$ cat config.mk
export PLATFORM = sky130hd
export DESIGN_NAME = serial_adder_ctrl_flat
export DESIGN_NICKNAME = d
export VERILOG_FILES = /design/src/rtl/serial_adder_ctrl_pkg.sv /design/src/rtl/serial_adder_ctrl_if.sv /design/src/rtl/serial_adder_ctrl_fa_cell.sv /design/src/rtl/serial_adder_ctrl.sv /design/src/flat_wrapper.sv
export SDC_FILE = /design/constraint.sdc
export NUM_CORES = 1
export LEC_CHECK = 0
export ABC_CLOCK_PERIOD_IN_PS = 1600
export BUFFER_PORTS_ARGS = -buffer_cell sky130_fd_sc_hd__buf_4
export CAP_MARGIN = 20
export CORE_MARGIN = 1
export CORE_UTILIZATION = 43
export DETAILED_ROUTE_END_ITERATION = 7
export PLACE_DENSITY_LB_ADDON = 0.05
export SYNTH_ARGS = -nofsm -noshare
export SYNTH_HDL_FRONTEND = slang
export SYNTH_SLANG_ARGS = --single-unit
export TNS_END_PERCENT = 10
$ cat constraint.sdc
create_clock -name clk -period 1.6 [get_ports clk]
set_clock_uncertainty 0.1 [all_clocks]
set_input_delay 0.16 -clock clk [delete_from_list [all_inputs] [get_ports clk]]
set_output_delay 0.16 -clock clk [all_outputs]
set_load 0.01 [all_outputs]
$ cat src/rtl/serial_adder_ctrl_pkg.sv
// Shared constants for the bit-serial adder sequencer.
package serial_adder_pkg;

  // Default operand/result width in bits (legal range 2..32)
  localparam int DEFAULT_WIDTH = 8;

  // Controller state encoding; code 2'd3 is unused and recovers to IDLE
  localparam logic [1:0] S_IDLE = 2'd0;
  localparam logic [1:0] S_RUN  = 2'd1;
  localparam logic [1:0] S_DONE = 2'd2;

endpackage

$ cat src/rtl/serial_adder_ctrl_if.sv
// Request/result bundle between a requester and the serial adder.
interface serial_adder_ctrl_if
  import serial_adder_pkg::*;
#(
  parameter int WIDTH = DEFAULT_WIDTH
);

  logic             start;
  logic [WIDTH-1:0] a;
  logic [WIDTH-1:0] b;
  logic             cin;
  logic             busy;
  logic             done;
  logic [WIDTH-1:0] sum;
  logic             cout;

  // Requester side: issues operands and start, observes status and result
  modport master (
    output start, a, b, cin,
    input  busy, done, sum, cout
  );

  // Adder side: accepts operands, produces status and result
  modport slave (
    input  start, a, b, cin,
    output busy, done, sum, cout
  );

endinterface

$ cat src/rtl/serial_adder_ctrl_fa_cell.sv
// One-bit full adder built from two NAND half adders and a carry merge.

// Half adder made only of NAND gates
module nand_ha (
  input  logic a,
  input  logic b,
  output logic s,
  output logic c
);

  logic n_ab;
  logic n_a;
  logic n_b;

  // NAND-only XOR for the sum and inverted NAND for the carry
  always_comb begin
    n_ab = ~(a & b);
    n_a  = ~(a & n_ab);
    n_b  = ~(b & n_ab);
    s    = ~(n_a & n_b);
    c    = ~n_ab;
  end

endmodule

module fa_cell (
  input  logic a,
  input  logic b,
  input  logic ci,
  output logic s,
  output logic co
);

  logic s1;
  logic c1;
  logic c2;

  nand_ha u_ha0 (.a(a),  .b(b),  .s(s1), .c(c1));
  nand_ha u_ha1 (.a(s1), .b(ci), .s(s),  .c(c2));

  // The two half-adder carries can never both be set, so OR merges them
  always_comb begin
    co = c1 | c2;
  end

endmodule

$ cat src/rtl/serial_adder_ctrl.sv
// Bit-serial adder sequencer: one shared full-adder cell, LSB first,
// with a registered carry chaining the bit positions.
module serial_adder_ctrl
  import serial_adder_pkg::*;
#(
  parameter int WIDTH = DEFAULT_WIDTH
) (
  input  logic          clk,
  input  logic          rst_n,
  serial_adder_ctrl_if.slave bus
);

  localparam int                CNT_W    = $clog2(WIDTH);
  localparam logic [CNT_W-1:0]  LAST_CNT = CNT_W'(WIDTH - 1);

  logic [1:0]       state;
  logic [WIDTH-1:0] sa;
  logic [WIDTH-1:0] sb;
  logic [WIDTH-1:0] sr;
  logic [WIDTH-1:0] sr_next;
  logic             carry;
  logic [CNT_W-1:0] cnt;
  logic             cell_s;
  logic             cell_co;

  fa_cell u_cell (
    .a  (sa[0]),
    .b  (sb[0]),
    .ci (carry),
    .s  (cell_s),
    .co (cell_co)
  );

  // New sum bit enters at the MSB so after WIDTH shifts sr holds the result
  always_comb begin
    sr_next = {cell_s, sr[WIDTH-1:1]};
  end

  // Status flags decode directly from the state register
  always_comb begin
    bus.busy = (state == S_RUN);
    bus.done = (state == S_DONE);
  end

  // Controller, counter, shift registers and result registers
  always_ff @(posedge clk or negedge rst_n) begin
    if (!rst_n) begin
      state    <= S_IDLE;
      sa       <= '0;
      sb       <= '0;
      sr       <= '0;
      carry    <= 1'b0;
      cnt      <= '0;
      bus.sum  <= '0;
      bus.cout <= 1'b0;
    end else begin
      case (state)
        S_IDLE: begin
          if (bus.start) begin
            sa    <= bus.a;
            sb    <= bus.b;
            carry <= bus.cin;
            cnt   <= '0;
            state <= S_RUN;
          end
        end
        S_RUN: begin
          sa    <= sa >> 1;
          sb    <= sb >> 1;
          sr    <= sr_next;
          carry <= cell_co;
          cnt   <= cnt + CNT_W'(1);
          if (cnt == LAST_CNT) begin
            bus.sum  <= sr_next;
            bus.cout <= cell_co;
            state    <= S_DONE;
          end
        end
        S_DONE: begin
          state <= S_IDLE;
        end
        default: begin
          state <= S_IDLE;
        end
      endcase
    end
  end

endmodule

$ cat src/flat_wrapper.sv
// flat-port wrapper written by rule: the top's interface ports become plain ports
module serial_adder_ctrl_flat import serial_adder_pkg::*;
#(
  parameter int WIDTH = DEFAULT_WIDTH
)
  (clk, rst_n, bus_start, bus_a, bus_b, bus_cin, bus_busy, bus_done, bus_sum, bus_cout);
  serial_adder_ctrl_if #(.WIDTH(WIDTH)) bus_i ();
  input  logic clk;
  input  logic rst_n;
  input wire logic [$bits(bus_i.start)-1:0] bus_start;
  input wire logic [$bits(bus_i.a)-1:0] bus_a;
  input wire logic [$bits(bus_i.b)-1:0] bus_b;
  input wire logic [$bits(bus_i.cin)-1:0] bus_cin;
  output wire logic [$bits(bus_i.busy)-1:0] bus_busy;
  output wire logic [$bits(bus_i.done)-1:0] bus_done;
  output wire logic [$bits(bus_i.sum)-1:0] bus_sum;
  output wire logic [$bits(bus_i.cout)-1:0] bus_cout;
  assign bus_i.start = bus_start;
  assign bus_i.a = bus_a;
  assign bus_i.b = bus_b;
  assign bus_i.cin = bus_cin;
  assign bus_busy = bus_i.busy;
  assign bus_done = bus_i.done;
  assign bus_sum = bus_i.sum;
  assign bus_cout = bus_i.cout;
  serial_adder_ctrl #(.WIDTH(WIDTH)) u_core (.clk(clk), .rst_n(rst_n), .bus(bus_i));
endmodule
==> impl_metrics.json <==
{
  "end_kind": "register",
  "worstSetupPathType": "reg -> reg",
  "required_ns": 1.68,
  "ant_nets": 0,
  "syn_area_sq_um": 1670,
  "viasPerCell": 5.37,
  "grt_max_degree": 39,
  "initial_core_util": 0.454,
  "worstPathArrival_ns": 1.61,
  "finalSetupViolCount": 0,
  "hold_depth": 3,
  "cp_max_fo": 10,
  "synthDominantCellAreaShare": 0.568,
  "die_h_um": 64.4,
  "synth_edf_count": 0,
  "post-dp-hpwl_mm": 2.24,
  "drt_pass1_iterations": 4,
  "n_fill_cell": 335,
  "cts_root_buffer": "clkbuf_8",
  "reg2reg_depth": 4,
  "path_clk_slew_ns": 0.07,
  "num-nets-final": 198,
  "worstSkewPairLatency_ns": 0.29,
  "hold_viol": 0,
  "tns_ns": 0,
  "layout-drive-gt1-share": 0.307,
  "placed_area_sq_um": 1940,
  "ir_drop_v": 0.000616,
  "rsz0062_at_grt": "no",
  "path_cells": "ha_1 > ha_1 > nand2_8 > mux2_4",
  "core_area_sq_um": 3690,
  "ys_ff_latch": 38,
  "routedWlPerCell_um": 14.4,
  "synth_area_leader_cell": "dfrtp_1",
  "p_leak_nw": 0.996,
  "synth_area_per_cell_sq_um": 12.0,
  "crit_top_cell": "ha_1",
  "htreeDepth": 2,
  "ys_seq_area_frac": 0.568,
  "critPathMaxStageDelay_ns": 0.39,
  "drc": 0,
  "cts_tree": "built",
  "power_density_nw_per_um2": 2000,
  "totalWireLength_mm": 3.22,
  "dominantRegCellSynth": "dfrtp_1",
  "cts.sinks": 38,
  "tightest_slew_ns": 0.476,
  "num_vias": 1203,
  "ys_async_sr_fraction": 1.00,
  "antenna_found_initial": 0,
  "ys_warn_count": 0,
  "postLayoutCoreUtil": 0.556,
  "die_area_sq_um": 4150,
  "fmax_mhz": 654,
  "synth.distinct_cells": 24,
  "max_cap_violations": 0,
  "synth.area.top_cells": "dfrtp_1 57%, o22ai_1 8.2%, mux2_4 8.1%",
  "syn_nets": 163,
  "yosys-top-cells-count": "38 x dfrtp_1, 22 x nand2_1, 22 x o22ai_1",
  "chipWidth_um": 64.4,
  "hold_path.class": "in -> reg",
  "slew_headroom": 0.683,
  "status": "complete, no violations",
  "period_needed_ns": 1.53,
  "clockBufferDepth": 2,
  "num_antenna_cells": 0,
  "drv_slew": 0,
  "start_kind": "register",
  "finalInstanceArea_sq_um": 2050,
  "period_share": 0.956,
  "post_cts_buffers": 0,
  "synthCells": 140,
  "io_buffers": 30,
  "slowest_stage": "dfrtp_1",
  "syn_to_final_growth_pct": 22.6,
  "io_pins": 31,
  "grt_pass1_wl_mm": 5.59,
  "cts_buffers": 5,
  "yosysMostFrequentCell": "dfrtp_1",
  "grt_overflow_total": 0,
  "drt-initial-drc-count": 51,
  "gp_congestion": 0.713,
  "grt_pass1_vias": 1253,
  "num_rows": 22,
  "grt_usage": 0.181
}
-- final cells by class --
type	count	area, sq um	share of cell area
sequential	38	951	0.463
inverter	7	33.8	0.0165
clock buffer	7	76.3	0.0372
timing repair buffer	36	273	0.133
multi-input combinational	87	628	0.306
tap	48	60.1	0.0293
clock inverter	1	30.0	0.0146
-- what timing repair did --
item	4_1_cts	5_1_grt
hold buffers	1	0
hold endpoints to repair	38	0
resized for setup	0	0
-- metrics by stage --
step	cells	hold WS, ns	total power, W	setup WS, ns
after detailed placement	215	0.0568	0.00336	0.0690
after floorplan	140	-0.236	0.00287	0.146
after global placement	215	0.0507	0.00328	0.112
final	224	0.0232	0.00411	0.0706
after CTS	224	0.0223	0.00416	0.0624
after global routing	224	0.0183	0.00441	0.0303
-- path summary, 6_finish.rpt --
check / start / end / slack, ns
worst max-delay path: u_core.cnt[0]$_DFFE_PN0P_ / u_core.bus.sum[0]$_DFFE_PN0P_ / 0.07
min in group asynchronous: rst_n / u_core.bus.sum[0]$_DFFE_PN0P_ / 0.27
worst min register to register: u_core.sr[5]$_DFFE_PN0N_ / u_core.sr[4]$_DFFE_PN0N_ / 0.39
max in group asynchronous: rst_n / u_core.sr[4]$_DFFE_PN0N_ / 0.79
worst max register to register: u_core.cnt[0]$_DFFE_PN0P_ / u_core.bus.sum[0]$_DFFE_PN0P_ / 0.07
worst min-delay path: bus_b[7] / u_core.sb[7]$_DFFE_PN0P_ / 0.02
-- where the power goes --
group | internal (W) | total (W) | switching, W
clock network | 0.000466 | 0.000800 | 0.000333
logic | 0.000857 | 0.00157 | 0.000716
registers | 0.00141 | 0.00173 | 0.000324
-- worst max-delay path, delay by kind of cell (launching register included) --
family	cells	cell delay, ns
adders and majority gates	2	0.46
muxes	1	0.31
DFF	1	0.39
and+or+nand+nor	1	0.15
-- cell usage in the layout, fill, tap and decap left out, drive strengths merged --
cell type,count
o21bai,1
nor2,3
fa,1
clkbuf,7
o31ai,1
nand2,23
a2bb2oi,6
a21oi,9
dfrtp,38
ha,2
o221a,1
o22ai,22
inv,7
a22o,2
mux2,9
bufinv,1
o32ai,1
o21ai,2
buf,35
dlygate4sd3,1
nand2b,3
or4b,1
-- cells by family (layout without fill, tap and decap cells) --
kind of cell,count (synthesis),count (layout),synth area share
AO/OA/AOI/OAI,45,45,0.178
adder cells (fa/ha/maj),3,3,0.0269
buffers and inverters,15,51,0.0568
flip-flops,38,38,0.568
multiplexers,9,9,0.0807
AND/OR/NAND/NOR,30,30,0.0897
-- registers in the layout, summed over array words and instances, names as in the netlist --
| signal | flops |
|---|---|
| u_core.bus.sum | 8 |
| u_core.sa | 8 |
| u_core.sb | 8 |
| u_core.sr | 7 |
| u_core.cnt | 3 |
| u_core.state | 2 |
| u_core.bus.cout | 1 |
| u_core.carry | 1 |
-- routing by layer --
layer	global-route usage	part of all wire	vias to the layer above
li1	-	-	575
met1	0.208	0.45	590
met2	0.305	0.49	30
met3	0.0446	0.038	8
met4	0.100	0.024	0
met5	0	0	-
Power figures use the tool's default switching activity.
